<file path="config.mk">
export PLATFORM = sky130hd
export DESIGN_NAME = decoder_multidigito
export DESIGN_NICKNAME = d
export VERILOG_FILES = /design/src/rtl/decoder_pkg.sv /design/src/rtl/deco_7seg.sv /design/src/rtl/decoder_multidigito.sv
export SDC_FILE = /design/constraint.sdc
export NUM_CORES = 1
export LEC_CHECK = 0
export BUFFER_PORTS_ARGS = -buffer_cell sky130_fd_sc_hd__clkbuf_2
export CORE_ASPECT_RATIO = 1.4
export CORE_MARGIN = 5
export CORE_UTILIZATION = 35
export CTS_CLUSTER_SIZE = 28
export DETAILED_ROUTE_END_ITERATION = 8
export GPL_TIMING_DRIVEN = 0
export PLACE_DENSITY = 0.53
export SYNTH_ARGS = -nofsm -noshare
export SYNTH_HDL_FRONTEND = slang
export SYNTH_HIERARCHICAL = 1
export SYNTH_SLANG_ARGS = --single-unit
export TNS_END_PERCENT = 50
</file>
<file path="constraint.sdc">
create_clock -name clk -period 2.6 [get_ports clk]
set_clock_uncertainty 0.05 [all_clocks]
set_input_delay 0.52 -clock clk [delete_from_list [all_inputs] [get_ports clk]]
set_output_delay 0.52 -clock clk [all_outputs]
set_load 0.03 [all_outputs]
</file>
<file path="src/rtl/decoder_pkg.sv">
// Shared types and constants for the multi-digit 7-segment decoder.
//   estado_t     : controller states
//   SEG_*        : active-high segment patterns, bit order {g,f,e,d,c,b,a}
//   pot10(n)     : 10^n, used for elaboration-time range limits
package decoder_pkg;

    typedef enum logic [1:0] {
        REPOSO    = 2'd0,
        CONVIERTE = 2'd1,
        SALIDA    = 2'd2
    } estado_t;

    localparam logic [6:0] SEG_0      = 7'h3F;
    localparam logic [6:0] SEG_1      = 7'h06;
    localparam logic [6:0] SEG_2      = 7'h5B;
    localparam logic [6:0] SEG_3      = 7'h4F;
    localparam logic [6:0] SEG_4      = 7'h66;
    localparam logic [6:0] SEG_5      = 7'h6D;
    localparam logic [6:0] SEG_6      = 7'h7D;
    localparam logic [6:0] SEG_7      = 7'h07;
    localparam logic [6:0] SEG_8      = 7'h7F;
    localparam logic [6:0] SEG_9      = 7'h6F;
    localparam logic [6:0] SEG_GUION  = 7'h40;
    localparam logic [6:0] SEG_BLANCO = 7'h00;

    // 10^n in 32 bits; large enough for up to 9 digits.
    function automatic logic [31:0] pot10(input int unsigned n);
        logic [31:0] r;
        r = 32'd1;
        for (int unsigned i = 0; i < n; i++) begin
            r = r * 32'd10;
        end
        return r;
    endfunction

endpackage

</file>
<file path="src/rtl/deco_7seg.sv">
// One-digit BCD to 7-segment decoder (combinational).
//   digito      : BCD nibble; 10..15 decode to a dash
//   blanco      : 1 forces the digit dark
//   segmentos_c : segment pattern {g,f,e,d,c,b,a}, polarity set by ACTIVO_BAJO
module deco_7seg
    import decoder_pkg::*;
#(
    parameter bit ACTIVO_BAJO = 1'b1
) (
    input  logic [3:0] digito,
    input  logic       blanco,
    output logic [6:0] segmentos_c
);

    logic [6:0] seg_alto;

    // Decode in active-high form, then apply output polarity.
    always_comb begin
        seg_alto = SEG_GUION;
        if (blanco) begin
            seg_alto = SEG_BLANCO;
        end else begin
            case (digito)
                4'd0:    seg_alto = SEG_0;
                4'd1:    seg_alto = SEG_1;
                4'd2:    seg_alto = SEG_2;
                4'd3:    seg_alto = SEG_3;
                4'd4:    seg_alto = SEG_4;
                4'd5:    seg_alto = SEG_5;
                4'd6:    seg_alto = SEG_6;
                4'd7:    seg_alto = SEG_7;
                4'd8:    seg_alto = SEG_8;
                4'd9:    seg_alto = SEG_9;
                default: seg_alto = SEG_GUION;
            endcase
        end
        segmentos_c = ACTIVO_BAJO ? ~seg_alto : seg_alto;
    end

endmodule

</file>
<file path="src/rtl/decoder_multidigito.sv">
// Sequential binary-to-BCD converter (shift-and-add-3, one bit per clock)
// driving N_DIGITOS static 7-segment displays.
//   clk, rst_n        : clock (rising edge), synchronous active-low reset
//   entrada_bin       : unsigned value, captured when inicio is accepted
//   inicio            : start request, honoured only when idle
//   blanqueo_ceros    : 1 = blank leading zeros, captured with entrada_bin
//   ocupado           : conversion in progress (through the listo cycle)
//   listo             : one-cycle pulse, new results valid this cycle
//   desborde          : last value did not fit in N_DIGITOS digits
//   salida_segmentos  : digit i at [7i+6:7i], digit 0 least significant
module decoder_multidigito
    import decoder_pkg::*;
#(
    parameter int unsigned N_DIGITOS   = 4,
    parameter int unsigned ANCHO_BIN   = 14,
    parameter bit          ACTIVO_BAJO = 1'b1
) (
    input  logic                   clk,
    input  logic                   rst_n,
    input  logic [ANCHO_BIN-1:0]   entrada_bin,
    input  logic                   inicio,
    input  logic                   blanqueo_ceros,
    output logic                   ocupado,
    output logic                   listo,
    output logic                   desborde,
    output logic [7*N_DIGITOS-1:0] salida_segmentos
);

    localparam int unsigned ANCHO_BCD = 4 * N_DIGITOS;
    localparam int unsigned ANCHO_SEG = 7 * N_DIGITOS;
    localparam int unsigned ANCHO_CNT = $clog2(ANCHO_BIN + 1);
    localparam int unsigned ANCHO_CMP = (ANCHO_BIN > 32) ? ANCHO_BIN : 32;
    localparam logic [31:0] MAX       = pot10(N_DIGITOS) - 32'd1;
    localparam logic [6:0]  SEG_APAGADO = ACTIVO_BAJO ? ~SEG_BLANCO : SEG_BLANCO;

    estado_t                          estado;
    estado_t                          estado_sig;
    logic                             acepta_c;
    logic [ANCHO_BIN-1:0]             bin_q;
    logic [ANCHO_BCD-1:0]             bcd_q;
    logic [ANCHO_BCD-1:0]             bcd_aj_c;
    logic [ANCHO_BCD-1:0]             bcd_sig_c;
    logic [ANCHO_CNT-1:0]             cnt_q;
    logic                             blanqueo_q;
    logic                             desborde_q;
    logic                             desborde_c;
    logic [N_DIGITOS-1:0][3:0]        digito_c;
    logic [N_DIGITOS-1:0]             blanco_c;
    logic                             cero_arriba;
    logic [ANCHO_SEG-1:0]             seg_c;

    // State register.
    always_ff @(posedge clk) begin
        if (!rst_n) begin
            estado <= REPOSO;
        end else begin
            estado <= estado_sig;
        end
    end

    // Next-state logic; counter value 1 marks the final shift.
    always_comb begin
        estado_sig = estado;
        acepta_c   = 1'b0;
        case (estado)
            REPOSO: begin
                if (inicio) begin
                    acepta_c   = 1'b1;
                    estado_sig = CONVIERTE;
                end
            end
            CONVIERTE: begin
                if (cnt_q == ANCHO_CNT'(1)) begin
                    estado_sig = SALIDA;
                end
            end
            SALIDA:  estado_sig = REPOSO;
            default: estado_sig = REPOSO;
        endcase
    end

    // Add-3 correction on every nibble >= 5, then shift in the next binary MSB;
    // the carry out of the top nibble is dropped (covered by desborde).
    always_comb begin
        bcd_aj_c = '0;
        for (int i = 0; i < int'(N_DIGITOS); i++) begin
            if (bcd_q[4*i +: 4] >= 4'd5) begin
                bcd_aj_c[4*i +: 4] = bcd_q[4*i +: 4] + 4'd3;
            end else begin
                bcd_aj_c[4*i +: 4] = bcd_q[4*i +: 4];
            end
        end
        bcd_sig_c = ANCHO_BCD'({bcd_aj_c, bin_q[ANCHO_BIN-1]});
    end

    // Range check on the value being captured.
    assign desborde_c = ANCHO_CMP'(entrada_bin) > ANCHO_CMP'(MAX);

    // Leading-zero blanking chain, scanned from the most significant digit.
    // On overflow every digit is fed 4'hF, which the decoder shows as a dash.
    always_comb begin
        cero_arriba = 1'b1;
        blanco_c    = '0;
        digito_c    = '0;
        for (int i = int'(N_DIGITOS) - 1; i >= 0; i--) begin
            cero_arriba = cero_arriba & (bcd_q[4*i +: 4] == 4'd0);
            blanco_c[i] = blanqueo_q & ~desborde_q & cero_arriba & (i != 0);
            digito_c[i] = desborde_q ? 4'hF : bcd_q[4*i +: 4];
        end
    end

    for (genvar g = 0; g < int'(N_DIGITOS); g++) begin : g_deco
        deco_7seg #(
            .ACTIVO_BAJO (ACTIVO_BAJO)
        ) u_deco (
            .digito      (digito_c[g]),
            .blanco      (blanco_c[g]),
            .segmentos_c (seg_c[7*g +: 7])
        );
    end

    // Datapath and registered outputs.
    always_ff @(posedge clk) begin
        if (!rst_n) begin
            ocupado          <= 1'b0;
            listo            <= 1'b0;
            desborde         <= 1'b0;
            salida_segmentos <= {N_DIGITOS{SEG_APAGADO}};
            bin_q            <= '0;
            bcd_q            <= '0;
            cnt_q            <= '0;
            blanqueo_q       <= 1'b0;
            desborde_q       <= 1'b0;
        end else begin
            listo <= 1'b0;
            case (estado)
                REPOSO: begin
                    if (acepta_c) begin
                        ocupado    <= 1'b1;
                        bin_q      <= entrada_bin;
                        bcd_q      <= '0;
                        cnt_q      <= ANCHO_CNT'(ANCHO_BIN);
                        blanqueo_q <= blanqueo_ceros;
                        desborde_q <= desborde_c;
                    end else begin
                        ocupado <= 1'b0;
                    end
                end
                CONVIERTE: begin
                    bcd_q <= bcd_sig_c;
                    bin_q <= bin_q << 1;
                    cnt_q <= cnt_q - ANCHO_CNT'(1);
                end
                SALIDA: begin
                    salida_segmentos <= seg_c;
                    desborde         <= desborde_q;
                    listo            <= 1'b1;
                end
                default: ;
            endcase
        end
    end

endmodule

</file>
# After elaboration in Yosys (flattened, before gate mapping)
# Memory sizes are Yosys's and may differ from the RTL's.
# Index checks and enable logic that the tools add are counted.
# Widths: inputs -> output; s select.
[op_classes]
n_addsub = 5
order_cmp = 5
n_eq_ne = 6
mux = 24
n_bitwise = 11
n_reduce_logical = 8
[ops]
columns = ["operator", "n"]
rows = [
  ["$mux 4", 8],
  ["$pmux 16 s2", 1],
  ["$not 7->7", 4],
  ["$pmux 14 s2", 1],
  ["$mux 7", 3],
  ["$ge 4x3->1 const B", 4],
  ["$mux 16", 1],
  ["$gt 14x14->1 const B", 1],
  ["$mux 14", 1],
  ["$add 4x2->4 const B", 3],
  ["$logic_not 4->1", 3],
  ["$pmux 4 s2", 1],
  ["$and 1x1->1", 6],
  ["$ne 2x2->1 const B", 3],
  ["$reduce_and 2->1", 3],
  ["$eq 4x1->1 const B", 1],
  ["$mux 1", 4],
  ["$mux 2", 2],
  ["$pmux 2 s2", 1],
  ["$sub 4x1->4 const B", 1],
  ["$add 3x2->3 const B", 1],
  ["$mux 3", 1],
  ["$eq 2x1->1 const B", 1],
  ["$eq 2x2->1 const B", 1],
  ["3 further kinds", 3],
]
[totals]
reg_bits = 69
rom_bits = 448
out_inout_bits = 31
wordCells = 73
mem_count = 4
[mem_list]
columns = ["name", "words", "width", "read_ports", "rd_clocked_by_memory_dff", "write_ports", "line", "text"]
rows = [
  ["(name not given)", 16, 7, 1, 0, 0, "deco_7seg.sv:23", "case (digito)"],
  ["(name not given)", 16, 7, 1, 0, 0, "deco_7seg.sv:23", ""],
  ["(name not given)", 16, 7, 1, 0, 0, "deco_7seg.sv:23", ""],
  ["(name not given)", 16, 7, 1, 0, 0, "deco_7seg.sv:23", ""],
]

# Depth between registers and ports, before layout
# Gate-level depths: netlist (run 1).
[depth]
word_depth = 6
ltp_mapped = 10
ltp_nobuf = 10

# By module
# Netlist (run 1), hierarchy kept.
[by_module_without_submodules]
columns = ["module", "n_inst", "cells_each", "area_each_um2", "seq_area_each_um2"]
rows = [
  ["decoder_multidigito", 1, 387, 3190.6, 1381.3],
  ["deco_7seg", 4, 33, 234.0, 0.0],
]

# Worst setup path before layout (run 1)
# OpenSTA, ideal clock, no wires.
[synth_path]
kind = "flip-flop to flip-flop"
startpoint = "register desborde_q"
endpoint = "register salida_segmentos[10]"
setup_time_ps = 63
arrival_time_ps = 1914
required_ps = 2487
path_slack_ps = 574
path_stages_with_launch = 9
path_buffers = 0
cell_sequence = "dfxtp_1 or2_4 nor3_4 and3_1 and3_1 and4bb_2 nor2_1 nand2_1 nand3_1"
[synth_between]
elab_chain_cells = 5
[synth_lines]
columns = ["item", "line", "text"]
rows = [
  ["start, declared", "decoder_multidigito.sv:45", "logic desborde_q;"],
  ["start signal, assigned", "decoder_multidigito.sv:144", "desborde_q <= desborde_c;"],
  ["$not 1->1", "--", ""],
  ["$and 1x1->1", "--", ""],
  ["$and 1x1->1", "decoder_multidigito.sv:107", "blanco_c[i] = blanqueo_q & ~desborde_q & cero_arriba & (i != 0);"],
  ["via blanco_c[1]", "decoder_multidigito.sv:48", "logic [N_DIGITOS-1:0] blanco_c;"],
  ["$mux 7", "deco_7seg.sv:20", "if (blanco) begin"],
  ["$not 7->7", "deco_7seg.sv:37", "segmentos_c = ACTIVO_BAJO ? ~seg_alto : seg_alto;"],
  ["via seg_c[10]", "decoder_multidigito.sv:50", "logic [ANCHO_SEG-1:0] seg_c;"],
  ["end signal, assigned", "decoder_multidigito.sv:128", "salida_segmentos <= {N_DIGITOS{SEG_APAGADO}};"],
  ["end signal, assigned", "decoder_multidigito.sv:155", "salida_segmentos <= seg_c;"],
  ["end, declared", "decoder_multidigito.sv:26", "output logic [7*N_DIGITOS-1:0] salida_segmentos"],
]
# The timed path passes the listed nets, and every way through them passes these cells.
# A chain may end at the register's enable or synchronous reset.

# Final worst setup path (run 1)
# Same ends and word-level chain as after synthesis.

==> results of run 1 <==
[placed cells by master, fill, tap and decap left out, types with 5 or more instances in the layout]
| master | count |
|---|---|
| nand2_1 | 74 |
| dfxtp_1 | 69 |
| clkbuf_2 | 48 |
| nor2_1 | 41 |
| a21oi_1 | 38 |
| nand3_1 | 35 |
| ha_1 | 33 |
| inv_1 | 27 |
| o21ai_0 | 26 |
| nor2b_1 | 18 |
| or2_2 | 15 |
| buf_2 | 15 |
| nand2b_1 | 14 |
| o221a_2 | 12 |
| clkbuf_1 | 9 |
| o21bai_1 | 9 |
| clkbuf_16 | 9 |
| conb_1 | 8 |
| o22ai_1 | 8 |
| buf_6 | 6 |
| nor3_1 | 6 |
| clkinv_2 | 5 |
[routing by layer]
| metal | global-route usage | part of all wire | vias to the layer above |
|---|---|---|---|
| li1 | - | - | 1879 |
| met1 | 0.168 | 0.44 | 1640 |
| met2 | 0.236 | 0.50 | 55 |
| met3 | 0.0353 | 0.045 | 11 |
| met4 | 0.0455 | 0.013 | 0 |
| met5 | 0 | 0 | - |
[critical path, delay by kind of cell (launching register included)]
kind / cells / cell delay, ns
DFF: 1 / 0.40
and+or+nand+nor: 8 / 1.83
[cell type report]
type	instances	share of cell area
sequential	69	0.284
inverter	27	0.0209
clock inverter	5	0.00515
timing repair buffer	48	0.0495
tap	147	0.0379
clock buffer	11	0.0520
buffer	34	0.0402
multi-input combinational	396	0.510
[logic make-up after synthesis]
kind of cell / after synthesis / synth area share
AOI/OAI and AO/OA: 113 / 0.183
other: 1 / 0.000909
and+or+nand+nor: 233 / 0.288
buffers and inverters: 61 / 0.0719
adders and majority gates: 33 / 0.100
DFF: 69 / 0.335
xor gates and xnor gates: 5 / 0.0106
muxes: 4 / 0.0109
[how the worst min path moves through the flow]
stage,startpoint,to,slack [ns],cells after the start
after floorplan,blanqueo_q,blanqueo_q,0.39,2
after CTS,blanqueo_ceros,blanqueo_q,0.40,3
final,salida_segmentos[12],salida_segmentos[12],0.41,2
after global routing,blanqueo_ceros,blanqueo_q,0.42,3
after detailed placement,salida_segmentos[6],salida_segmentos[6],0.41,2
after global placement,salida_segmentos[6],salida_segmentos[6],0.40,2
[report_power, final]
part | internal [uW] | switching, uW
sequential | 1090 | 23.9
combinational | 172 | 223
clock | 689 | 456
[metrics by stage]
stage               cell area, um^2  hold WS (ns)  instances
finish                         4860         0.413        737
global route                   4860         0.423        737
CTS                            4850         0.396        737
detailed placement             4580         0.407        721
global placement               4580         0.400        721
floorplan                      4150         0.387        526
[flip-flops by register name (all words and copies together) (netlist names)]
| signal | count |
|---|---|
| bcd_q | 16 |
| bin_q | 14 |
| blanqueo_q | 1 |
| cnt_q | 4 |
| desborde | 1 |
| desborde_q | 1 |
| estado | 2 |
| listo | 1 |
| ocupado | 1 |
| salida_segmentos | 28 |
==> impl_metrics.csv, run 1 <==
group,metric,value,unit
clock_tree,cts_num_sinks,69,
logic_synthesis,ys_seq_elements,69,
critical_path,startpoint_type,"flop",
timing,tightest_slew,0.597,ns
timing,rsz0062_at_grt,"false",
floorplanning,initial_core_util,0.353,
global_routing,grt-ovfl-total,0,
clock_tree,hold_buffers,0,
floorplanning,die_y,138,um
drt,post_drt_wl_per_cell,12.8,um
critical_path,worstSetupStartpoint,"desborde_q",
clock_tree,ctsLongestPathBuffers,2,
critical_path,crit_slowest_cell,"dfxtp_1",
logic_synthesis,synth-edff-count,0,
drt,wirelength,9440,um
floorplanning,rows,47,
drt,via_count,3585,
global_routing,antenna_found_initial,0,
finish,multiInputGateArea,2480,um^2
drt,drcViolationCount,0,
power,ir_drop,0.323,mV
logic_synthesis,avgSynthCellArea,7.95,um^2
global_routing,grt.total_usage,0.139,
placed_design,pre_cts_ws,0.123,ns
finish,fin_util,0.415,
logic_synthesis,yosys-top-cells-area,"dfxtp_1, ha_1, nand2_1, a21oi_1, nand3_1",
clock_tree,post_cts_buffers,0,
timing,hold_viol,0,
finish,num_antenna_cells,0,
global_routing,grt_max_degree,12,
timing,setup_tns,0,ns
critical_path,critPathCaptureType,"flop",
logic_synthesis,ys_types,51,
min_path,hold_class,"reg -> reg",
finish,seq_area,1380,um^2
clock_tree,cts_buffers,9,
logic_synthesis,netlist_area,4130,um^2
floorplanning,die_area,14100,um^2
floorplanning,core-area,11700,um^2
logic_synthesis,synth_common_cells,"nand2_1, dfxtp_1, nor2_1",
critical_path,r2r-start,"desborde_q",
floorplanning,fp.dieW,102,um
placed_design,dpl.hpwl,7130,um
critical_path,cp.arrival,2.58,ns
critical_path,required,2.82,ns
timing,finalCritPeriodShare,0.907,
job,maxCapViolations,0,
timing,fin_crit,2.36,ns
clock_tree,clockRootBuffer,"clkbuf_16",
timing,drv_slew,0,
global_routing,grt_pass1_wl,16200,um
logic_synthesis,async_reset_ff_frac,0,
power,p_per_area,547,nW/um^2
timing,max_slew_margin,0.601,
drt,first_pass_iters,4,
logic_synthesis,yosysMostFrequentCell,"nand2_1",
critical_path,critPathMaxFanout,9,
drt,via_per_inst,4.86,
logic_synthesis,synthCells,519,
run_status,outcome,"complete, no violations",
drt,first_iter_violations,95,
logic_synthesis,synthFlopType,"dfxtp_1",
placed_design,portBuffers,48,
timing,fin_ws,0.241,ns
critical_path,r2r_end,"salida_segmentos[10]",
power,p_leak,0.00217,uW
logic_synthesis,yosysTopAreaCell,"dfxtp_1",
timing,fmax,0.424,GHz
critical_path,max_stage_delay,0.40,ns
timing,setup_violations,0,
logic_synthesis,synth_top_cell_area_share,0.335,
critical_path,reg2regPathDepth,8,
finish,syn_to_final_growth,17.7,%
clock_tree,cts_resized,0,
logic_synthesis,synth.yosys.warnings,6,
finish,nNetsFinal,636,
clock_tree,clk_latency,0.33,ns
finish,fill_cells,1266,
critical_path,path_cells,"or2_4 -> nor3_4 -> and3_2 -> and3_1 -> and4bb_2 -> nor2_1 -> nand2_1 -> nand3_1",
power,p_total,2660,uW
clock_tree,cts_tree,"yes",
floorplanning,ios,49,
logic_synthesis,ys_seq_area_frac,0.335,
global_routing,grt_pass1_vias,3526,
finish,drive_gt1_frac,0.225,
critical_path,cp-endpoint,"salida_segmentos[10]",
placed_design,finalWeightedCongestion,0.830,
clock_tree,cts_htree_levels,3,
critical_path,rrSetupSlack,0.24,ns
critical_path,crit_type,"reg -> reg",
drt,ant_nets,0,
clock_tree,clk_pin_slew,0.06,ns
Power figures use the tool's default switching activity.
==> inputs of run 2 (changes only) <==
--- a/config.mk
+++ b/config.mk
@@ -12,7 +12,6 @@
 export CTS_CLUSTER_SIZE = 28
 export DETAILED_ROUTE_END_ITERATION = 8
 export GPL_TIMING_DRIVEN = 0
-export PLACE_DENSITY = 0.53
 export SYNTH_ARGS = -nofsm -noshare
 export SYNTH_HDL_FRONTEND = slang
 export SYNTH_HIERARCHICAL = 1
==> run 2 against run 1 <==
Power is 12% higher. Via count is 1.7% higher. Final area is 1.6% higher. Utilization is 0.68 points higher. Hold slack worse by 0.031 ns. Clock power is 27% higher. Die area stayed put. Sequential power hardly changed. Cell count stayed put. Non-clock buffer count stayed put. Maximum frequency is 2.5% lower. Worst setup slack worse by 0.062 ns.
==> impl_metrics.csv, run 2 (same netlist as run 1, synthesis figures left out) <==
group,metric,value,unit
floorplanning,ios,49,
min_path,holdPathStages,3,
critical_path,required,2.83,ns
critical_path,critPathMaxFanout,9,
finish,layout_common_cells,"nand2_1, dfxtp_1, clkbuf_2",
floorplanning,fp.dieW,102,um
power,intPower,2260,uW
clock_tree,cts_resized,0,
global_routing,gr-usage-met2,0.237,
finish,largest_reg_flops,28,
finish,syn_to_final_growth,19.6,%
floorplanning,rows,47,
drt,ant_nets,0,
critical_path,reg2regPathDepth,8,
placed_design,dpl.hpwl,7040,um
timing,rsz0062_at_grt,"false",
timing,fmax,0.413,GHz
floorplanning,die_y,138,um
timing,setup_tns,0,ns
timing,max_slew_margin,0.538,
finish,nNetsFinal,636,
placed_design,placed_cell_area,4580,um^2
drt,wirelength,9290,um
clock_tree,cts_buffers,9,
critical_path,crit_top_cell,"and3_1",
global_routing,antenna_found_initial,0,
global_routing,grt-ovfl-total,0,
global_routing,grt_pass1_vias,3516,
power,switching_share,0.240,
drt,post_drt_wl_per_cell,12.6,um
drt,first_pass_iters,5,
finish,fill_cells,1210,
timing,timing.hold.ws,0.383,ns
clock_tree,cts_num_sinks,69,
timing,fin_crit,2.42,ns
global_routing,met3_usage,0.0302,
global_routing,gr-usage-met1,0.164,
clock_tree,post_cts_buffers,0,
critical_path,max_stage_delay,0.40,ns
clock_tree,clk_latency,0.34,ns
timing,drv_slew,0,
floorplanning,initial_core_util,0.353,
critical_path,crit_type,"reg -> reg",
global_routing,grt_max_degree,13,
finish,top_regs,"salida_segmentos (28), bcd_q (16), bin_q (14)",
critical_path,path_cells,"or2_4 -> nor3_4 -> and3_1 -> and3_1 -> and4bb_2 -> nor2_1 -> nand2_1 -> nand3_1",
power,clock_power_share,0.489,
power,switchingPower,712,uW
drt,via_count,3646,
finish,drive_gt1_frac,0.224,
clock_tree,cts_htree_levels,3,
timing,finalCritPeriodShare,0.931,
min_path,hold_class,"in -> reg",
power,p_per_area,601,nW/um^2
critical_path,critPathCaptureType,"flop",
timing,hold_viol,0,
power,ir_drop,0.361,mV
clock_tree,clockRootBuffer,"clkbuf_16",
floorplanning,core-area,11700,um^2
drt,first_iter_violations,122,
clock_tree,ctsLongestPathBuffers,2,
clock_tree,hold_buffers,0,
global_routing,grt.total_usage,0.138,
clock_tree,cts_tree,"yes",
placed_design,portBuffers,48,
timing,tightest_slew,0.692,ns
finish,final_common_cell,"nand2_1",
finish,final_cell_area,4940,um^2
clock_tree,clk_pin_slew,0.06,ns
finish,regMostFlops,"salida_segmentos",
critical_path,cp.arrival,2.65,ns
power,seqPwrFrac,0.377,
placed_design,finalWeightedCongestion,0.828,
timing,setup_violations,0,
floorplanning,die_area,14100,um^2
drt,via_per_inst,4.95,
global_routing,grt_busiest_layer,"met2",
global_routing,grt_pass1_wl,16100,um
run_status,outcome,"complete, no violations",
power,pwr-share-comb,0.134,
power,p_leak,0.00220,uW
job,maxCapViolations,0,
critical_path,crit_slowest_cell,"dfxtp_1",
critical_path,startpoint_type,"flop",
finish,num_antenna_cells,0,
drt,drcViolationCount,0,
## run 2: metal layers
layer | part of all wire | up-vias
li1 | - | 1886
met1 | 0.43 | 1679
met2 | 0.50 | 71
met3 | 0.051 | 10
met4 | 0.017 | 0
met5 | 0 | -
## run 2: through the flow
stage          worst slack [ns]  cells  total power [uW]  utilization
2_1_floorplan             0.574    526              1440            -
3_3_place_gp              0.201    721              1530        0.391
3_5_place_dp              0.188    721              1540        0.391
4_1_cts                   0.180    737              3000        0.422
5_1_grt                  0.0342    737              3100        0.422
6_report                  0.180    737              2970        0.422
## run 2: area by class of cell
type / instances / area, um^2 / area share
multi-input combinational: 396 / 2470 / 0.501
sequential: 69 / 1380 / 0.280
clock buffer: 11 / 253 / 0.0512
timing repair buffer: 48 / 240 / 0.0487
buffer: 34 / 195 / 0.0395
tap: 147 / 184 / 0.0373
clock inverter: 5 / 106 / 0.0215
inverter: 27 / 101 / 0.0205
## run 2: path summary, 6_finish.rpt
kind / startpoint / end / slack [ns]
setup / recovery: desborde_q / salida_segmentos[10] / 0.18
hold reg to reg: salida_segmentos[15] / salida_segmentos[15] / 0.41
hold / removal: blanqueo_ceros / blanqueo_q / 0.38
setup reg to reg: desborde_q / salida_segmentos[10] / 0.18
## run 2: critical path, delay by kind of cell, from the launching register on
family	cells	cell delay [ns]
flip-flops	1	0.40
AND/OR/NAND/NOR	8	1.90
## run 2: power by group through the flow
stage | Combinational (uW) | Clock (uW) | Sequential, uW
3_5_place_dp | 395 | 0 | 1140
4_1_cts | 397 | 1480 | 1120
5_1_grt | 446 | 1530 | 1120
6_report | 397 | 1450 | 1120
2_1_floorplan | 298 | 0 | 1140
3_3_place_gp | 387 | 0 | 1140
==> inputs of run 3 (changes only) <==
--- a/config.mk
+++ b/config.mk
@@ -12,6 +12,7 @@
 export CTS_CLUSTER_SIZE = 28
 export DETAILED_ROUTE_END_ITERATION = 8
 export GPL_TIMING_DRIVEN = 0
+export PLACE_DENSITY_LB_ADDON = 0.08
 export SYNTH_ARGS = -nofsm -noshare
 export SYNTH_HDL_FRONTEND = slang
 export SYNTH_HIERARCHICAL = 1
==> run 3 against run 2 <==
Largest cell class unchanged. Clock power fell by 7%. Critical endpoint unchanged. Clock-buffer cell count fell by 1. Register-to-register slack improved by 0.04 ns. Sequential power barely moved. Non-clock buffer count did not move. Final area fell by 0.66%. Die area did not move. Maximum frequency rose by 1.8%. Worst setup slack improved by 0.044 ns. Power fell by 3.5%.
==> impl_metrics.csv, run 3 (same netlist as run 1, synthesis figures left out) <==
group,metric,value,unit
clock_tree,clk_pin_slew,0.06,ns
power,p_per_area,584,nW/um^2
global_routing,grt.total_usage,0.146,
critical_path,required,2.82,ns
timing,fmax,0.421,GHz
clock_tree,clk_latency,0.33,ns
floorplanning,initial_core_util,0.353,
floorplanning,die_area,14100,um^2
floorplanning,core-area,11700,um^2
timing,tightest_slew,0.634,ns
drt,ant_nets,0,
global_routing,grt_pass1_vias,3504,
timing,rsz0062_at_grt,"false",
drt,first_iter_violations,99,
timing,setup_violations,0,
finish,seq_area,1380,um^2
floorplanning,die_y,138,um
timing,setup_tns,0,ns
timing,fin_crit,2.38,ns
drt,first_pass_iters,4,
clock_tree,cts_htree_levels,3,
drt,drcViolationCount,0,
timing,drv_slew,0,
clock_tree,cts_buffers,9,
critical_path,critPathCaptureType,"flop",
finish,syn_to_final_growth,18.8,%
clock_tree,post_cts_buffers,0,
power,ir_drop,0.336,mV
global_routing,antenna_found_initial,0,
finish,nNetsFinal,636,
finish,drive_gt1_frac,0.225,
placed_design,finalWeightedCongestion,0.781,
placed_design,portBuffers,48,
drt,via_per_inst,4.84,
floorplanning,ios,49,
clock_tree,ctsLongestPathBuffers,2,
finish,layout_common_cells,"nand2_1, dfxtp_1, clkbuf_2",
timing,finalCritPeriodShare,0.914,
global_routing,grt_max_degree,13,
power,p_leak,0.00218,uW
finish,finalNonFillerCells,737,
finish,largest_reg_flops,28,
placed_design,dpl.hpwl,7280,um
finish,multiInputGateArea,2480,um^2
min_path,hold_class,"in -> reg",
global_routing,grt-ovfl-total,0,
placed_design,post-place-cells,721,
clock_tree,cts_tree,"yes",
job,maxCapViolations,0,
finish,regMostFlops,"salida_segmentos",
drt,post_drt_wl_per_cell,13.4,um
global_routing,grt_pass1_wl,16600,um
critical_path,crit_type,"reg -> reg",
drt,via_count,3565,
floorplanning,fp.dieW,102,um
finish,num_antenna_cells,0,
timing,hold_viol,0,
finish,final_common_cell,"nand2_1",
clock_tree,cts_num_sinks,69,
timing,max_slew_margin,0.576,
critical_path,critPathMaxFanout,9,
finish,fill_cells,1237,
drt,wirelength,9840,um
clock_tree,clockRootBuffer,"clkbuf_16",
run_status,outcome,"complete, no violations",
critical_path,cp.arrival,2.60,ns
floorplanning,rows,47,
power,p_total,2860,uW
critical_path,startpoint_type,"flop",
finish,top_regs,"salida_segmentos (28), bcd_q (16), bin_q (14)",
[run 3: changes by cell type in the layout (fill, tap and decap cells not counted), sizes merged]
cell	before	now
bufinv	3	2
clkinv	1	3
clkbuf	68	67
[run 3: worst max-delay path, stage by stage, from the launching register on]
cell	delay [ns]
dfxtp_1	0.40
or2_4	0.31
nor3_4	0.34
and3_2	0.36
and3_1	0.35
and4bb_2	0.27
nor2_1	0.09
nand2_1	0.05
nand3_1	0.08
[run 3: repair_timing]
action                     CTS  global route
setup endpoints to repair    0             1
hold endpoints to repair     0             0
resized for setup            0             1
hold buffers                 0             0
[run 3: area by class of cell]
type,count,area share
Clock buffer,10,0.0487
Clock inverter,6,0.0176
Buffer,34,0.0398
Timing Repair Buffer,48,0.0490
Tap cell,147,0.0375
Sequential cell,69,0.282
Multi-Input combinational cell,396,0.505
Inverter,27,0.0207
[run 3: power breakdown]
part	internal, uW	switching [uW]	total [uW]
clock network	864	484	1350
logic	171	226	398
registers	1090	24.2	1120
[run 3: worst paths after layout]
| kind | to | cells after the start | start | slack, ns |
|---|---|---|---|---|
| worst max-delay path | salida_segmentos[10] | 8 | desborde_q | 0.22 |
| worst min register to register | salida_segmentos[13] | 2 | salida_segmentos[13] | 0.42 |
| worst max register to register | salida_segmentos[10] | 8 | desborde_q | 0.22 |
| worst min-delay path | blanqueo_q | 3 | blanqueo_ceros | 0.38 |
[run 3: stage by stage]
stage               cell area, um^2   util  hold slack (ns)  setup WS, ns
finish                         4900  0.419            0.383         0.223
global route                   4900  0.419            0.369        0.0652
CTS                            4900  0.419            0.373        0.0934
detailed placement             4580  0.391            0.405         0.118
global placement               4580  0.391            0.401         0.135
floorplan                      4150      -            0.387         0.574
[run 3: routing by layer]
layer | part of all wire | vias to the layer above | track usage
met1 | 0.45 | 1607 | 0.175
met3 | 0.036 | 10 | 0.0302
met4 | 0.014 | 0 | 0.0483
met2 | 0.50 | 60 | 0.255
met5 | 0 | - | 0
li1 | - | 1888 | -
